`src/rtl/dsp_mac_pipe_if.sv`:
```
// Sample/result bundle for dsp_mac_pipe: input sample handshake plus result handshake.
// Latency: none, wiring only.
// Backpressure: in_ready/out_ready carry the stall in both directions.
interface dsp_mac_pipe_if #(
    parameter int AW = 18,
    parameter int BW = 18,
    parameter int PW = 48
) ();
    logic                 in_valid;
    logic                 in_ready;
    logic signed [AW-1:0] a;
    logic signed [BW-1:0] b;
    logic signed [BW-1:0] d;
    logic signed [PW-1:0] c;
    logic                 pre_en;
    logic                 pre_sub;
    logic                 post_sub;
    logic                 first;
    logic                 last;
    logic                 out_valid;
    logic                 out_ready;
    logic signed [PW-1:0] p;
    logic                 ovf;

    modport master (
        output in_valid, a, b, d, c, pre_en, pre_sub, post_sub, first, last, out_ready,
        input  in_ready, out_valid, p, ovf
    );

    modport slave (
        input  in_valid, a, b, d, c, pre_en, pre_sub, post_sub, first, last, out_ready,
        output in_ready, out_valid, p, ovf
    );
endinterface

```
`src/rtl/dsp_mac_pipe.sv`:
```
// Signed pre-add / multiply / packet accumulate with saturation, round-half-up and shift.
// Latency: result registers 3 edges after the accepting edge (2 when MREG = 0).
// Backpressure: a held result (out_valid && !out_ready) freezes every stage and drops in_ready.
module dsp_mac_pipe #(
    parameter int AW     = 18,
    parameter int BW     = 18,
    parameter int PW     = 48,
    parameter int MREG   = 1,
    parameter int SAT_EN = 1,
    parameter int SHIFT  = 0
) (
    input  logic          CLK,
    input  logic          RSTA,
    dsp_mac_pipe_if.slave bus
);
    localparam int MW = AW + BW + 1;
    localparam logic signed [PW-1:0] MAXV = {1'b0, {(PW-1){1'b1}}};
    localparam logic signed [PW-1:0] MINV = {1'b1, {(PW-1){1'b0}}};
    localparam logic [PW:0] RND = (SHIFT > 0) ? ((PW+1)'(1) << ((SHIFT > 0) ? SHIFT - 1 : 0)) : '0;

    logic adv;
    logic out_vld;
    logic signed [PW-1:0] p_q;
    logic ovf_q;

    assign adv           = !(out_vld && !bus.out_ready);
    assign bus.in_ready  = adv;
    assign bus.out_valid = out_vld;
    assign bus.p         = p_q;
    assign bus.ovf       = ovf_q;

    // S1 stage registers
    logic                 s1_vld, s1_pre_en, s1_pre_sub, s1_post_sub, s1_first, s1_last;
    logic signed [AW-1:0] s1_a;
    logic signed [BW-1:0] s1_b, s1_d;
    logic signed [PW-1:0] s1_c;

    // S1: capture the accepted sample; a bubble is captured as an invalid stage
    always_ff @(posedge CLK or posedge RSTA) begin
        if (RSTA) begin
            s1_vld <= 1'b0; s1_pre_en <= 1'b0; s1_pre_sub <= 1'b0; s1_post_sub <= 1'b0;
            s1_first <= 1'b0; s1_last <= 1'b0;
            s1_a <= '0; s1_b <= '0; s1_d <= '0; s1_c <= '0;
        end else if (adv) begin
            s1_vld <= bus.in_valid; s1_pre_en <= bus.pre_en; s1_pre_sub <= bus.pre_sub;
            s1_post_sub <= bus.post_sub; s1_first <= bus.first; s1_last <= bus.last;
            s1_a <= bus.a; s1_b <= bus.b; s1_d <= bus.d; s1_c <= bus.c;
        end
    end

    // Pre-adder is one bit wider than its operands so it can never overflow
    logic signed [BW:0] pre_w;

    // Pre-adder select: d+b, d-b or b passed straight through
    always_comb begin
        pre_w = {s1_b[BW-1], s1_b};
        if (s1_pre_en) begin
            if (s1_pre_sub) pre_w = {s1_d[BW-1], s1_d} - {s1_b[BW-1], s1_b};
            else            pre_w = {s1_d[BW-1], s1_d} + {s1_b[BW-1], s1_b};
        end
    end

    logic                 s2_vld, s2_post_sub, s2_first, s2_last;
    logic signed [BW:0]   s2_pre;
    logic signed [AW-1:0] s2_a;
    logic signed [PW-1:0] s2_c;

    // S2: register pre-adder result and carry the rest of the sample along
    always_ff @(posedge CLK or posedge RSTA) begin
        if (RSTA) begin
            s2_vld <= 1'b0; s2_post_sub <= 1'b0; s2_first <= 1'b0; s2_last <= 1'b0;
            s2_pre <= '0; s2_a <= '0; s2_c <= '0;
        end else if (adv) begin
            s2_vld <= s1_vld; s2_post_sub <= s1_post_sub; s2_first <= s1_first;
            s2_last <= s1_last; s2_pre <= pre_w; s2_a <= s1_a; s2_c <= s1_c;
        end
    end

    logic signed [MW-1:0] prod_w;
    logic signed [PW-1:0] prod_ext;
    assign prod_w   = s2_pre * s2_a;
    assign prod_ext = {{(PW-MW){prod_w[MW-1]}}, prod_w};

    logic                 m_vld, m_post_sub, m_first, m_last;
    logic signed [PW-1:0] m_prod, m_c;

    generate
        if (MREG != 0) begin : g_mreg
            // S3: registered multiplier output
            always_ff @(posedge CLK or posedge RSTA) begin
                if (RSTA) begin
                    m_vld <= 1'b0; m_post_sub <= 1'b0; m_first <= 1'b0; m_last <= 1'b0;
                    m_prod <= '0; m_c <= '0;
                end else if (adv) begin
                    m_vld <= s2_vld; m_post_sub <= s2_post_sub; m_first <= s2_first;
                    m_last <= s2_last; m_prod <= prod_ext; m_c <= s2_c;
                end
            end
        end else begin : g_nomreg
            assign m_vld      = s2_vld;
            assign m_post_sub = s2_post_sub;
            assign m_first    = s2_first;
            assign m_last     = s2_last;
            assign m_prod     = prod_ext;
            assign m_c        = s2_c;
        end
    endgenerate

    logic signed [PW-1:0] base, acc, acc_new, rnd_sat, r;
    logic [PW:0]          sum, rnd;
    logic                 sum_ovf, pkt_ovf, pkt_ovf_new;

    // Accumulate in PW+1 bits, clamp or wrap, then round-half-up and shift the result
    always_comb begin
        base    = m_first ? m_c : acc;
        sum     = m_post_sub ? ({base[PW-1], base} - {m_prod[PW-1], m_prod})
                             : ({base[PW-1], base} + {m_prod[PW-1], m_prod});
        sum_ovf = sum[PW] ^ sum[PW-1];
        acc_new = sum[PW-1:0];
        if (sum_ovf && (SAT_EN != 0)) acc_new = sum[PW] ? MINV : MAXV;
        pkt_ovf_new = (m_first ? 1'b0 : pkt_ovf) | sum_ovf;
        // Rounding constant is non-negative, so only the positive rail can be crossed
        rnd     = {acc_new[PW-1], acc_new} + RND;
        rnd_sat = rnd[PW-1:0];
        if ((SAT_EN != 0) && (rnd[PW] ^ rnd[PW-1])) rnd_sat = MAXV;
        r = rnd_sat >>> SHIFT;
    end

    // S4: accumulator and sticky packet overflow; bubbles leave them untouched
    always_ff @(posedge CLK or posedge RSTA) begin
        if (RSTA) begin
            acc     <= '0;
            pkt_ovf <= 1'b0;
        end else if (adv && m_vld) begin
            acc     <= acc_new;
            pkt_ovf <= pkt_ovf_new;
        end
    end

    // Result register: load on last, otherwise drop valid once the consumer takes it
    always_ff @(posedge CLK or posedge RSTA) begin
        if (RSTA) begin
            out_vld <= 1'b0;
            p_q     <= '0;
            ovf_q   <= 1'b0;
        end else if (adv) begin
            if (m_vld && m_last) begin
                out_vld <= 1'b1;
                p_q     <= r;
                ovf_q   <= pkt_ovf_new;
            end else if (bus.out_ready) begin
                out_vld <= 1'b0;
            end
        end
    end
endmodule
```
`src/flat_wrapper.sv`:
```
// flat-port wrapper written by rule: the top's interface ports become plain ports
module dsp_mac_pipe_flat 
#(
    parameter int AW     = 18,
    parameter int BW     = 18,
    parameter int PW     = 48,
    parameter int MREG   = 1,
    parameter int SAT_EN = 1,
    parameter int SHIFT  = 0
)
  (CLK, RSTA, bus_in_valid, bus_a, bus_b, bus_d, bus_c, bus_pre_en, bus_pre_sub, bus_post_sub, bus_first, bus_last, bus_out_ready, bus_in_ready, bus_out_valid, bus_p, bus_ovf);
  dsp_mac_pipe_if #(.AW(AW), .BW(BW), .PW(PW)) bus_i ();
  input  logic CLK;
  input  logic RSTA;
  input wire logic [$bits(bus_i.in_valid)-1:0] bus_in_valid;
  input wire logic [$bits(bus_i.a)-1:0] bus_a;
  input wire logic [$bits(bus_i.b)-1:0] bus_b;
  input wire logic [$bits(bus_i.d)-1:0] bus_d;
  input wire logic [$bits(bus_i.c)-1:0] bus_c;
  input wire logic [$bits(bus_i.pre_en)-1:0] bus_pre_en;
  input wire logic [$bits(bus_i.pre_sub)-1:0] bus_pre_sub;
  input wire logic [$bits(bus_i.post_sub)-1:0] bus_post_sub;
  input wire logic [$bits(bus_i.first)-1:0] bus_first;
  input wire logic [$bits(bus_i.last)-1:0] bus_last;
  input wire logic [$bits(bus_i.out_ready)-1:0] bus_out_ready;
  output wire logic [$bits(bus_i.in_ready)-1:0] bus_in_ready;
  output wire logic [$bits(bus_i.out_valid)-1:0] bus_out_valid;
  output wire logic [$bits(bus_i.p)-1:0] bus_p;
  output wire logic [$bits(bus_i.ovf)-1:0] bus_ovf;
  assign bus_i.in_valid = bus_in_valid;
  assign bus_i.a = bus_a;
  assign bus_i.b = bus_b;
  assign bus_i.d = bus_d;
  assign bus_i.c = bus_c;
  assign bus_i.pre_en = bus_pre_en;
  assign bus_i.pre_sub = bus_pre_sub;
  assign bus_i.post_sub = bus_post_sub;
  assign bus_i.first = bus_first;
  assign bus_i.last = bus_last;
  assign bus_i.out_ready = bus_out_ready;
  assign bus_in_ready = bus_i.in_ready;
  assign bus_out_valid = bus_i.out_valid;
  assign bus_p = bus_i.p;
  assign bus_ovf = bus_i.ovf;
  dsp_mac_pipe #(.AW(AW), .BW(BW), .PW(PW), .MREG(MREG), .SAT_EN(SAT_EN), .SHIFT(SHIFT)) u_core (.CLK(CLK), .RSTA(RSTA), .bus(bus_i));
endmodule
```
`config.mk`:
```
export PLATFORM = sky130hd
export DESIGN_NAME = dsp_mac_pipe_flat
export DESIGN_NICKNAME = d
export VERILOG_FILES = /design/src/rtl/dsp_mac_pipe_if.sv /design/src/rtl/dsp_mac_pipe.sv /design/src/flat_wrapper.sv
export SDC_FILE = /design/constraint.sdc
export NUM_CORES = 2
export LEC_CHECK = 0
export BUFFER_PORTS_ARGS = -buffer_cell sky130_fd_sc_hd__buf_2
export CORE_UTILIZATION = 50
export CTS_BUF_LIST = sky130_fd_sc_hd__clkbuf_4 sky130_fd_sc_hd__clkbuf_8 sky130_fd_sc_hd__clkbuf_16
export DETAILED_ROUTE_END_ITERATION = 10
export PLACE_DENSITY = 0.67
export SLEW_MARGIN = 30
export SYNTH_ARGS = -nofsm -noshare
export SYNTH_HDL_FRONTEND = slang
export SYNTH_SLANG_ARGS = --single-unit
```
`constraint.sdc`:
```
create_clock -name CLK -period 18.1 [get_ports CLK]
set_input_delay 3.62 -clock CLK [delete_from_list [all_inputs] [get_ports CLK]]
set_output_delay 3.62 -clock CLK [all_outputs]
set_load 0.03 [all_outputs]
```
==> qor.txt <==
Clk_skew -> 0.0515 ns
Die width -> 258 µm
Drt pass-1 iters -> 6
Core area -> 0.0646 mm²
Number of synthesized flops with an enable pin -> 0
Share of layout cells above drive strength 1 -> 8.88%
Iteration-0 DRC count of the detailed router -> 1,803
Global-route wire length before repair -> 133,000 µm
# IOs -> 162
TritonCTS Buffers -> 43
# rows -> 93
Min Tclk post-route -> 8.12 ns
Crit start category -> input pin
Critical path capture point type -> output port
Least-Margin Pin Slew -> 1.02 ns
I/O Buffers -> 161
Classification of the worst setup path -> input pin to output port
Routability Congestion -> 0.931
Die Ht -> 258 µm
Synth async-reset ratio -> 100%
Synth area leaders -> dfrtp_1 (29%), fa_1 (21%), nand2_1 (12%), ha_1 (6.2%), inv_1 (5.1%)
Register area -> 0.00964 mm²
Hold Buf Count CTS -> 0
Layout filler cell count -> 5,970
DRC viols -> 0
Non-filler cells, final -> 4,698
Vias in the first global route -> 24,700
Status -> finished clean
Clock Tree Buf Depth -> 3
Crit-path cells -> buf_2, nor2b_4, inv_8, buf_2
Distinct cell type count after synthesis -> 73
Via count -> 25,100
Fin. Hold Viols -> 0
# resized after CTS -> 0
Worst skew pair latency -> 0.60 ns
Post-Syn Nets -> 4,385
Yosys reg bits -> 385
Pin count of the biggest net entering global routing -> 113
Final #Nets -> 4,430
Max-slew violation count -> 0
Root Buffer -> clkbuf_16
All-Layer GR Usage -> 25.2%
FMAX -> 123 MHz
Max-slew headroom -> 31.9%
Initial antenna violation count -> 3
Total gr overflow -> 0
Dpl cells -> 4,618
Mapped Cells -> 3,764
Max_cap viols -> 0
Ys Warns -> 0
Seq/Total Area, Yosys -> 29.5%
Multi-input logic area -> 0.0207 mm²
Post-DRT Antenna Nets -> 0
Final period utilization -> 44.9%
Initial Utilization -> 50.6%
Clock transition at path regs -> 0.06 ns
Post-CTS Repair Setup Buffers -> 0
Cell Area, Placed -> 0.0341 mm²
Pre-CTS setup slack -> 9.97 ns
Worst path arrival time -> 4.50 ns
Die Area -> 0.0664 mm²
RSZ-0062 raised after global routing -> false
Placed wire-length estimate -> 62,700 µm
Drt total wl -> 82,200 µm
Syn Std Cell Area -> 0.0327 mm²
CTS sink cnt -> 385
CTS tree -> yes
Area delta synth->final -> 9.21%
# setup viols final -> 0
Cell taking the most area after synthesis -> dfrtp_1
CP max stage cell -> buf_2
Syn avg cell area -> 8.69 µm²
Post-route cell area -> 0.0357 mm²
Avg Vias per Cell -> 5.34
Crit-path max FO -> 93
Yosys top cell area share -> 29.5%
Sum of negative setup slack -> 0 ns
Most numerous cell on the critical path -> buf_2
Crit path largest cell delay -> 0.33 ns
Critical Path RT -> 14.48 ns
Top_reg_cell synth -> dfrtp_1
Hold crit path type -> register to register
CTS H-tree depth -> 2
Drt wl/cell -> 17.5 µm
Final setup margin -> 9.98 ns
-- flip-flops by register name (all words and copies together) (netlist names), 18 cells and up --
signal	cells
u_core.acc	48
u_core.s1_a	18
u_core.m_prod	37
u_core.s1_b	18
u_core.s2_a	18
u_core.s1_d	18
u_core.m_c	48
u_core.s1_c	48
u_core.s2_pre	19
u_core.bus.p	48
u_core.s2_c	48
-- final timing paths --
check | end | depth (start not counted) | from | slack [ns]
max | bus_in_ready | 4 | bus_out_ready | 9.98
max reg2reg | u_core.m_prod[36] | 20 | u_core.s2_a[3] | 11.08
min in group asynchronous | u_core.s1_c[16] | 2 | RSTA | 3.17
min reg2reg | u_core.s2_c[0] | 2 | u_core.s1_c[0] | 0.46
max in group asynchronous | u_core.bus.p[36] | 5 | RSTA | 13.20
min | u_core.s2_c[0] | 2 | u_core.s1_c[0] | 0.46
-- critical path: cells and delay by family --
kind                   cells  cell delay, ns
buffers and inverters      3            0.76
and+or+nand+nor            1            0.06
-- cells in the mapped netlist (33+ instances only) --
| cell type | n |
|---|---|
| o21ai_0 | 170 |
| nand2_1 | 1018 |
| xnor2_1 | 114 |
| and2_1 | 165 |
| mux2_2 | 49 |
| inv_1 | 444 |
| a21oi_1 | 133 |
| a21o_1 | 47 |
| nor2_1 | 159 |
| ha_1 | 163 |
| clkbuf_1 | 173 |
| fa_1 | 347 |
| a311oi_1 | 33 |
| dfrtp_1 | 385 |
-- cell usage in the layout (no fill, tap or decap), drive strengths merged, types with 28 or more instances in the layout --
cell,synthesis,final
o21ai,185,185
nor2,161,161
inv,445,446
a21o,47,47
ha,163,163
nor3,33,33
mux2,49,49
buf,14,188
and2,166,166
nand2,1018,1018
clkbuf,174,57
fa,347,347
xnor2,114,114
xor2,30,30
a311oi,33,33
dfrtp,385,385
a31oi,28,28
a21oi,133,133
-- metal layers --
layer | global-route usage (%) | up-vias | wire length, µm
met5 | 0 | - | 0
met4 | 5.08 | 0 | 1460
met3 | 4.05 | 88 | 5380
met2 | 39.1 | 670 | 37000
met1 | 37.4 | 12400 | 38400
li1 | - | 12000 | -
-- per-stage QoR --
| step | util, % | hold WS [ns] |
|---|---|---|
| 2_1_floorplan | - | 0.433 |
| 3_3_place_gp | 52.8 | 0.449 |
| 3_5_place_dp | 52.8 | 0.453 |
| 4_1_cts | 55.2 | 0.460 |
| 5_1_grt | 55.3 | 0.480 |
| 6_report | 55.3 | 0.457 |
-- kinds of logic after synthesis --
| kind of cell | share of synthesized area (%) |
|---|---|
| and+or+nand+nor | 19.5 |
| buffers and inverters | 7.33 |
| AOI/OAI and AO/OA | 10.1 |
| adders and majority gates | 27.6 |
| DFF | 29.5 |
| xor gates and xnor gates | 3.86 |
| muxes | 2.15 |
-- layout make-up --
class	count	share of cell area, %
antenna	2	0.0140
tap	855	2.99
clock buffer	57	3.50
timing repair buffer	188	2.98
clock inverter	20	0.879
sequential	385	27.0
inverter	445	4.72
multi-input combinational	2746	57.9
Power is not shown: default switching activity piles up to over one toggle a cycle in this logic, so the estimate is an artifact.
